==> src/rtl/avalon_arb_pkg.sv <==
// Shared types for the SDRAM arbiter: FSM state encoding and master ID used to tag in-flight reads.
package avalon_arb_pkg;

  typedef enum logic [1:0] {
    IDLE   = 2'd0,
    GNT_M0 = 2'd1,
    GNT_M1 = 2'd2
  } arb_state_t;

  typedef logic mid_t;

  localparam mid_t M0_ID = 1'b0;
  localparam mid_t M1_ID = 1'b1;

endpackage

==> src/rtl/avalon_sdram_arbiter_id_fifo.sv <==
// Small synchronous FIFO holding the issuing master of each in-flight read; head is visible combinationally.
// Push is ignored when full and pop is ignored when empty; no pass-through from push to head.
module arb_id_fifo #(
  parameter int WIDTH = 1,
  parameter int DEPTH = 8
) (
  input  logic             sys_clk,
  input  logic             sys_rst,
  input  logic             push,
  input  logic [WIDTH-1:0] push_dat,
  input  logic             pop,
  output logic             full,
  output logic             empty,
  output logic [WIDTH-1:0] head
);

  localparam int AW = $clog2(DEPTH);

  logic [AW:0]      wr_ptr;
  logic [AW:0]      rd_ptr;
  logic [WIDTH-1:0] mem [DEPTH];
  logic             do_push;
  logic             do_pop;

  assign do_push = push & ~full;
  assign do_pop  = pop & ~empty;

  // Extra pointer MSB separates the full and empty cases when the indices match.
  assign empty = (wr_ptr == rd_ptr);
  assign full  = (wr_ptr[AW] != rd_ptr[AW]) && (wr_ptr[AW-1:0] == rd_ptr[AW-1:0]);
  assign head  = mem[rd_ptr[AW-1:0]];

  always_ff @(posedge sys_clk or posedge sys_rst) begin
    if (sys_rst) begin
      wr_ptr <= '0;
      rd_ptr <= '0;
    end else begin
      if (do_push) wr_ptr <= wr_ptr + 1'b1;
      if (do_pop)  rd_ptr <= rd_ptr + 1'b1;
    end
  end

  always_ff @(posedge sys_clk) begin
    if (do_push) mem[wr_ptr[AW-1:0]] <= push_dat;
  end

endmodule

==> src/rtl/avalon_sdram_arbiter.sv <==
// Shares one SDRAM Avalon-MM port between M0 (vga reader) and M1 (HPS); 0-cycle command/response routing,
// granted master stalled by s_waitrequest or a full read-ID FIFO. ARB_STATS_EN adds per-master transfer counters.
module avalon_sdram_arbiter
  import avalon_arb_pkg::*;
#(
  parameter int ADDR_W   = 32,
  parameter int DATA_W   = 32,
  parameter int MAX_HOLD = 16,
  parameter int OUTSTND  = 8
) (
  input  logic                sys_clk,
  input  logic                sys_rst,
  input  logic [ADDR_W-1:0]   m0_address,
  input  logic                m0_read,
  input  logic                m0_write,
  input  logic [DATA_W-1:0]   m0_writedata,
  input  logic [DATA_W/8-1:0] m0_byteenable,
  output logic                m0_waitrequest,
  output logic [DATA_W-1:0]   m0_readdata,
  output logic                m0_readdatavalid,
  input  logic [ADDR_W-1:0]   m1_address,
  input  logic                m1_read,
  input  logic                m1_write,
  input  logic [DATA_W-1:0]   m1_writedata,
  input  logic [DATA_W/8-1:0] m1_byteenable,
  output logic                m1_waitrequest,
  output logic [DATA_W-1:0]   m1_readdata,
  output logic                m1_readdatavalid,
  output logic [ADDR_W-1:0]   s_address,
  output logic [DATA_W-1:0]   s_writedata,
  output logic [DATA_W/8-1:0] s_byteenable,
  output logic                s_read,
  output logic                s_write,
  input  logic                s_waitrequest,
  input  logic [DATA_W-1:0]   s_readdata,
  input  logic                s_readdatavalid
`ifdef ARB_STATS_EN
  ,
  output logic [31:0]         stat_m0_cnt,
  output logic [31:0]         stat_m1_cnt,
  output logic                stat_drop
`endif
);

  localparam int HW = (MAX_HOLD > 1) ? $clog2(MAX_HOLD) : 1;

  arb_state_t    state;
  arb_state_t    state_nxt;
  logic [HW-1:0] hold_cnt;
  logic          hold_last;
  logic          m0_req;
  logic          m1_req;
  logic          g_read;
  logic          g_write;
  logic          accept;
  logic          fifo_full;
  logic          fifo_empty;
  logic          rd_pop;
  mid_t          fifo_head;
  mid_t          push_id;

  assign m0_req    = m0_read | m0_write;
  assign m1_req    = m1_read | m1_write;
  assign hold_last = (hold_cnt == HW'(MAX_HOLD - 1));

  always_comb begin
    g_read       = 1'b0;
    g_write      = 1'b0;
    s_address    = '0;
    s_writedata  = '0;
    s_byteenable = '0;
    push_id      = M0_ID;
    case (state)
      GNT_M0: begin
        g_read       = m0_read;
        g_write      = m0_write;
        s_address    = m0_address;
        s_writedata  = m0_writedata;
        s_byteenable = m0_byteenable;
      end
      GNT_M1: begin
        g_read       = m1_read;
        g_write      = m1_write;
        s_address    = m1_address;
        s_writedata  = m1_writedata;
        s_byteenable = m1_byteenable;
        push_id      = M1_ID;
      end
      default: ;
    endcase
  end

  // A read is never forwarded while the ID FIFO is full, so every SDRAM read has a tag slot.
  assign s_read  = g_read & ~fifo_full;
  assign s_write = g_write;
  assign accept  = (g_read | g_write) & ~s_waitrequest & ~(g_read & fifo_full);

  assign m0_waitrequest = ~((state == GNT_M0) & ~s_waitrequest & ~(m0_read & fifo_full));
  assign m1_waitrequest = ~((state == GNT_M1) & ~s_waitrequest & ~(m1_read & fifo_full));

  always_comb begin
    state_nxt = state;
    case (state)
      IDLE: begin
        if (m0_req)      state_nxt = GNT_M0;
        else if (m1_req) state_nxt = GNT_M1;
      end
      GNT_M0: begin
        if (!m0_req)                              state_nxt = m1_req ? GNT_M1 : IDLE;
        else if (accept && hold_last && m1_req)   state_nxt = GNT_M1;
      end
      GNT_M1: begin
        if (!m1_req)                              state_nxt = m0_req ? GNT_M0 : IDLE;
        else if (accept && hold_last && m0_req)   state_nxt = GNT_M0;
      end
      default: state_nxt = IDLE;
    endcase
  end

  always_ff @(posedge sys_clk or posedge sys_rst) begin
    if (sys_rst) begin
      state    <= IDLE;
      hold_cnt <= '0;
    end else begin
      state <= state_nxt;
      if (state_nxt != state)        hold_cnt <= '0;
      else if (accept && !hold_last) hold_cnt <= hold_cnt + 1'b1;
    end
  end

  arb_id_fifo #(
    .WIDTH (1),
    .DEPTH (OUTSTND)
  ) u_id_fifo (
    .sys_clk  (sys_clk),
    .sys_rst  (sys_rst),
    .push     (accept & g_read),
    .push_dat (push_id),
    .pop      (rd_pop),
    .full     (fifo_full),
    .empty    (fifo_empty),
    .head     (fifo_head)
  );

  // Responses with no tag outstanding (e.g. after a reset mid-burst) are discarded.
  assign rd_pop           = s_readdatavalid & ~fifo_empty;
  assign m0_readdatavalid = rd_pop & (fifo_head == M0_ID);
  assign m1_readdatavalid = rd_pop & (fifo_head == M1_ID);
  assign m0_readdata      = m0_readdatavalid ? s_readdata : '0;
  assign m1_readdata      = m1_readdatavalid ? s_readdata : '0;

`ifdef ARB_STATS_EN
  always_ff @(posedge sys_clk or posedge sys_rst) begin
    if (sys_rst) begin
      stat_m0_cnt <= '0;
      stat_m1_cnt <= '0;
      stat_drop   <= 1'b0;
    end else begin
      if (accept && state == GNT_M0) stat_m0_cnt <= stat_m0_cnt + 32'd1;
      if (accept && state == GNT_M1) stat_m1_cnt <= stat_m1_cnt + 32'd1;
      if (s_readdatavalid && fifo_empty) stat_drop <= 1'b1;
    end
  end
`endif

endmodule

==> config.mk <==
export PLATFORM = sky130hd
export DESIGN_NAME = avalon_sdram_arbiter
export DESIGN_NICKNAME = d
export VERILOG_FILES = /design/src/rtl/avalon_arb_pkg.sv /design/src/rtl/avalon_sdram_arbiter_id_fifo.sv /design/src/rtl/avalon_sdram_arbiter.sv
export SDC_FILE = /design/constraint.sdc
export NUM_CORES = 1
export LEC_CHECK = 0
export BUFFER_PORTS_ARGS = -buffer_cell sky130_fd_sc_hd__buf_2
export CORE_AREA = 2 2 122 124
export DETAILED_ROUTE_END_ITERATION = 8
export DIE_AREA = 0 0 124 126
export HOLD_SLACK_MARGIN = 0.05
export PLACE_DENSITY_LB_ADDON = 0.1
export SYNTH_ARGS = -nofsm -noshare
export SYNTH_HDL_FRONTEND = slang
export SYNTH_SLANG_ARGS = --single-unit
export TNS_END_PERCENT = 10
==> constraint.sdc <==
create_clock -name sys_clk -period 4.5 [get_ports sys_clk]
set_input_delay 0.45 -clock sys_clk [delete_from_list [all_inputs] [get_ports sys_clk]]
set_output_delay 0.45 -clock sys_clk [all_outputs]
set_load 0.01 [all_outputs]
# Yosys cells after proc, flatten, opt, wreduce, memory -nomap -nowiden
# Memory sizes are Yosys's and may differ from the RTL's.
# Index checks and enable logic that the tools add are counted.
# W data, S select, Z words.
classes:
  add_sub_neg: 3
  n_mul: 0
  div_mod_pow: 0
  order_cmp: 0
  n_eq_ne: 7
  shifts: 0
  n_mux: 21
  bitwise: 28
  reduce_logical: 8
ops:
  columns: ["cell", "n"]
  rows:
  - ["$pmux W32 S2", 2]
  - ["$mux W32", 2]
  - ["$and A1 B1 Y1", 16]
  - ["$mux W2", 7]
  - ["$add A4 B1 Y4 const B", 3]
  - ["$not A1 Y1", 9]
  - ["$mux W4", 2]
  - ["$pmux W4 S2", 1]
  - ["$pmux W2 S3", 1]
  - ["$logic_and A1 B1 Y1", 5]
  - ["$eq A4 B4 Y1", 1]
  - ["$eq A4 B4 Y1 const B", 1]
  - ["$mux W1", 4]
  - ["$pmux W1 S2", 2]
  - ["$eq A3 B3 Y1", 1]
  - ["$or A1 B1 Y1", 3]
  - ["$eq A2 B1 Y1 const B", 1]
  - ["$eq A2 B2 Y1 const B", 1]
  - ["$logic_not A2 Y1", 1]
  - ["$ne A2 B2 Y1", 1]
  - ["$reduce_bool A2 Y1", 1]
  - ["$logic_not A1 Y1", 1]
  - ["$ne A1 B1 Y1", 1]
totals:
  register_bits: 14
  latchBits: 0
  mem_bits_rw: 8
  rom_bits: 0
  memories: 1
mem_list:
  columns: ["name", "depth", "word_bits", "read_ports", "rd_ports_with_merged_regs", "wr", "line_no", "rtl"]
  rows:
  - ["u_id_fifo.mem", 8, 1, 1, 0, 1, "avalon_sdram_arbiter_id_fifo.sv:21", "logic [WIDTH-1:0] mem [DEPTH];"]

# Longest topological paths before layout
logic_depth:
  ltp_word: 12
  mapped_depth: 9

# Cells and area by module
# From an unflattened synthesis, not the netlist that was laid out.
unflattened:
  hier_cells: 396
  hier_area_um2: 3198.1
modules_own_cells:
  columns: ["module", "n_inst", "cells_per_inst", "area_per_inst_um2", "seq_area_each_um2"]
  rows:
  - ["avalon_sdram_arbiter", 1, 323, 2217.1, 150.1]
  - ["arb_id_fifo", 1, 73, 980.9, 440.4]

# Least setup slack after synthesis
# OpenSTA, ideal clock, no wires.
synth_path:
  kind: "reg2reg"
  from: "reg state[0]"
  to: "reg hold_cnt[0]"
  setup_ps: 80
  t_arrival_ps: 2605
  t_required_ps: 4420
  setup_slack_ps: 1815
  stages_incl_launch_ff: 10
  path_cell_list: "dfrtp_1 > inv_1 > ha_1 > buf_6 > a22o_1 > or4_1 > o31a_2 > or3_1 > a32o_2 > nor3b_2"
synth_between:
  elab_chain_cells: 12
  word_cells_on_any_way: 24
  classes_between: "eq/ne: 3; mux: 10; bitwise: 5; reduce/logical: 6"
synth_lines:
  columns: ["element", "line_no", "rtl"]
  rows:
  - ["from (decl)", "avalon_sdram_arbiter.sv:47", "arb_state_t state;"]
  - ["from (signal assigned)", "avalon_sdram_arbiter.sv:125", "state <= state_nxt;"]
  - ["$eq A2 B2 Y1 or $eq A2 B1 Y1 (tied branches)", "avalon_sdram_arbiter.sv:73, avalon_sdram_arbiter.sv:103", null]
  - ["$pmux W1 S2", "avalon_sdram_arbiter.sv:73", "case (state)"]
  - ["$or A1 B1 Y1 or $and A1 B1 Y1 (tied branches)", "avalon_sdram_arbiter.sv:96", "assign accept = (g_read | g_write) & ~s_waitrequest & ~(g_read & fifo_full);"]
  - ["$and A1 B1 Y1 or $not A1 Y1 (tied branches)", "avalon_sdram_arbiter.sv:96", null]
  - ["$and A1 B1 Y1", "avalon_sdram_arbiter.sv:96", null]
  - ["$logic_and A1 B1 Y1", "avalon_sdram_arbiter.sv:110, avalon_sdram_arbiter.sv:114", null]
  - ["$logic_and A1 B1 Y1 (on tied branches)", "avalon_sdram_arbiter.sv:114, avalon_sdram_arbiter.sv:110", null]
  - ["$mux W2 (on tied branches)", "avalon_sdram_arbiter.sv:114, avalon_sdram_arbiter.sv:110", null]
  - ["$mux W2 (on tied branches)", "avalon_sdram_arbiter.sv:113, avalon_sdram_arbiter.sv:109", null]
  - ["$pmux W2 S3", "avalon_sdram_arbiter.sv:103", "case (state)"]
  - ["$ne A2 B2 Y1", "avalon_sdram_arbiter.sv:126", "if (state_nxt != state) hold_cnt <= '0;"]
  - ["$mux W4 or $reduce_bool A2 Y1 (tied branches)", null, null]
  - ["to (signal assigned)", "avalon_sdram_arbiter.sv:127", "else if (accept && !hold_last) hold_cnt <= hold_cnt + 1'b1;"]
  - ["to (decl)", "avalon_sdram_arbiter.sv:49", "logic [HW-1:0] hold_cnt;"]
# Parallel ways exist; a longest one is shown, timed or not.
# A chain may end at the register's enable or synchronous reset.

# Worst setup path after layout
layout_path:
  from: "reg state[0]"
  to: "reg hold_cnt[1]"
# The elaborated chain is that of the path after synthesis.

==> impl_metrics.py <==
metrics = {
    "outcome": {
        "status": "complete, no violations",
    },
    "global_route": {
        "antenna_found_initial": 0,
        "met1_usage": 0.171,
        "gr-total-overflow": 0,
        "grt_use_total": 0.153,
        "grt_use_met3": 0.0272,
        "grt_pass1_vias": 3588,
        "grt_use_met2": 0.302,
        "grt.busiest_layer": "met2",
        "grt_max_degree": 72,
        "grt_first_pass_wirelength_um": 18900,
    },
    "detailed_routing": {
        "wl_um": 13200,
        "drc": 0,
        "final_antenna_net_count": 0,
        "firstDrtPassIters": 4,
        "initialDrtViolationCount": 243,
        "vias": 3843,
        "routedWlPerCell_um": 15.7,
        "viasPerCell": 4.56,
    },
    "worst_hold_path": {
        "hp-class": "in2async",
    },
    "place": {
        "globalplace.congestion": 0.894,
        "post_dp_cell_area_sq_um": 4410,
        "io_buffers": 313,
        "hpwlAfterDp_um": 11000,
    },
    "setup_path": {
        "start_kind": "register",
        "path_max_fanout": 71,
        "arrival_ns": 3.32,
        "critPathKind": "reg2reg",
        "endpoint_kind": "register",
        "crit_required_ns": 4.68,
        "startpoint": "state[0]",
        "r2r_start": "state[0]",
    },
    "logic_synthesis": {
        "synth.top_cell.area_share": 0.191,
        "synthesis.nets": 554,
        "ys_warn_count": 0,
        "synth_area_leaders": "a22oi_1, and2_1, dfrtp_1",
        "yosysSeqAreaShare": 0.217,
        "syn_inst": 371,
        "synth_edf_count": 8,
        "async_flop_share": 0.636,
        "ys_top_cells_by_count": "nor2_1, a22oi_1, and2_1, clkbuf_1, dfrtp_1",
        "synth_ff_type": "dfrtp_1",
        "synth_most_common_cell": "nor2_1",
        "netlist_area_sq_um": 2720,
        "avgSynthCellArea_sq_um": 7.33,
        "ys_types": 47,
        "yosysTopAreaCell": "a22oi_1",
        "synth_seq_cells": 22,
    },
    "final_layout": {
        "nFillCells": 1585,
        "stdcell_area_sq_um": 4510,
        "multiInputGateArea_sq_um": 1970,
        "area_delta_synth_final_pct": 66.0,
        "nets": 842,
        "num_antenna_cells": 0,
        "ff_latch_area_sq_um": 591,
        "drive_gt1_frac": 0.509,
    },
    "floorplan": {
        "die_area_sq_um": 15600,
        "rows": 44,
        "start_util": 0.190,
        "core_area_sq_um": 14300,
        "die_width_um": 124,
        "ios": 314,
        "fp.dieH_um": 126,
    },
    "cts": {
        "clk_pin_slew_ns": 0.06,
        "htreeDepth": 1,
        "cts.sinks": 22,
        "cts-hold-fix-buffers": 0,
        "cts_buffers": 3,
        "ctsResizeCount": 0,
        "clk_path_buf_depth": 2,
        "cts_tree": "yes",
        "cts.root.buffer_cell": "clkbuf_16",
        "clock_latency_ns": 0.25,
        "post-cts-setup-buffers": 0,
    },
    "timing": {
        "worstMarginPinSlew_ns": 1.17,
        "hold_ws_ns": 0.268,
        "finalCriticalPeriod_ns": 3.14,
        "finalHoldViolCount": 0,
        "setup-tns-final_ns": 0,
        "drv_slew": 0,
        "finalSetupViolations": 0,
        "slew_headroom": 0.221,
        "max_freq_mhz": 318,
        "fin_crit_sh": 0.698,
        "rsz0062_at_grt": "false",
        "finClkSkew_ns": 0.00491,
    },
    "power": {
        "peakVddDrop_mv": 0.320,
        "power.density_nw_per_um2": 546,
        "leakage_nw": 2.46,
        "total_power_w": 0.00247,
    },
    "flow_run": {
        "max-cap-violations": 0,
    },
}
[layout by cell type (no fill, tap or decap), types with 2 or more instances in the layout]
master,instances
buf_4,4
nand2_1,9
a211o_1,2
nand3_1,4
or3_1,2
o22a_1,2
and2_1,64
a22oi_1,69
or3b_1,2
mux2_2,2
nor2_1,86
xor2_1,8
edfxtp_1,8
inv_1,5
o21ai_0,4
a22o_1,2
or4_1,2
a221oi_1,2
clkbuf_16,3
buf_2,313
xnor2_1,5
nor3_1,6
nand3b_1,2
mux2i_1,2
ha_1,5
nand2b_1,4
ha_2,2
dfrtp_1,14
nor3b_2,4
a21oi_1,2
mux4_2,2
[sequential cells by signal (all words and copies together), names as in the netlist]
name / count
u_id_fifo.wr_ptr: 4
u_id_fifo.rd_ptr: 4
u_id_fifo.mem: 8
state: 2
hold_cnt: 4
[kinds of logic (layout without fill, tap and decap cells)]
group | after synthesis | after routing | synth area share
DFF | 22 | 22 | 0.217
adders and majority gates | 7 | 7 | 0.0322
xor gates and xnor gates | 13 | 13 | 0.0419
AOI/OAI and AO/OA | 93 | 93 | 0.256
and+or+nand+nor | 190 | 190 | 0.360
buffers and inverters | 40 | 327 | 0.0603
muxes | 6 | 6 | 0.0322
[final cells by class]
class / instances / share of cell area
tap: 184 / 0.0510
clock inverter: 1 / 0.00665
multi-input combinational: 309 / 0.436
timing repair buffer: 317 / 0.354
inverter: 6 / 0.00499
sequential: 22 / 0.131
clock buffer: 3 / 0.0166
[per-layer routing]
layer / vias to the layer above / wire [um]
met4: 0 / 98
met5: - / 0
li1: 1882 / -
met3: 6 / 1190
met1: 1757 / 5050
met2: 198 / 6900
[stage by stage]
step                 util  instances  worst slack (ns)
floorplan               -        371              1.82
global placement    0.308        838              1.46
detailed placement  0.308        838              1.37
CTS                 0.315        842              1.36
global route        0.315        842              1.16
finish              0.315        842              1.36
[path summary, 6_finish.rpt]
check	end	slack, ns	cells after the start
max	hold_cnt[1]	1.36	8
min	u_id_fifo.wr_ptr[1]	0.27	2
max reg2reg	hold_cnt[1]	1.36	8
min reg2reg	u_id_fifo.wr_ptr[3]	0.48	1
max in group asynchronous	u_id_fifo.wr_ptr[2]	3.83	2
min in group sys_clk	u_id_fifo.wr_ptr[3]	0.48	1
[critical path: stages, from the launching register on]
cell and delay, ns:
dfrtp_1 0.47, inv_1 0.13, ha_1 0.33, inv_2 0.42, or4_1 0.67, o31a_2 0.17
or3_1 0.35, a32o_2 0.32, nor3b_2 0.18
[report_power, final]
group          internal [W]  switching, W  total (W)
clock network      0.000176     0.0000706   0.000247
logic              0.000750       0.00113    0.00188
registers          0.000263     0.0000780   0.000341
No activity file was read; power rests on OpenSTA's default activity.
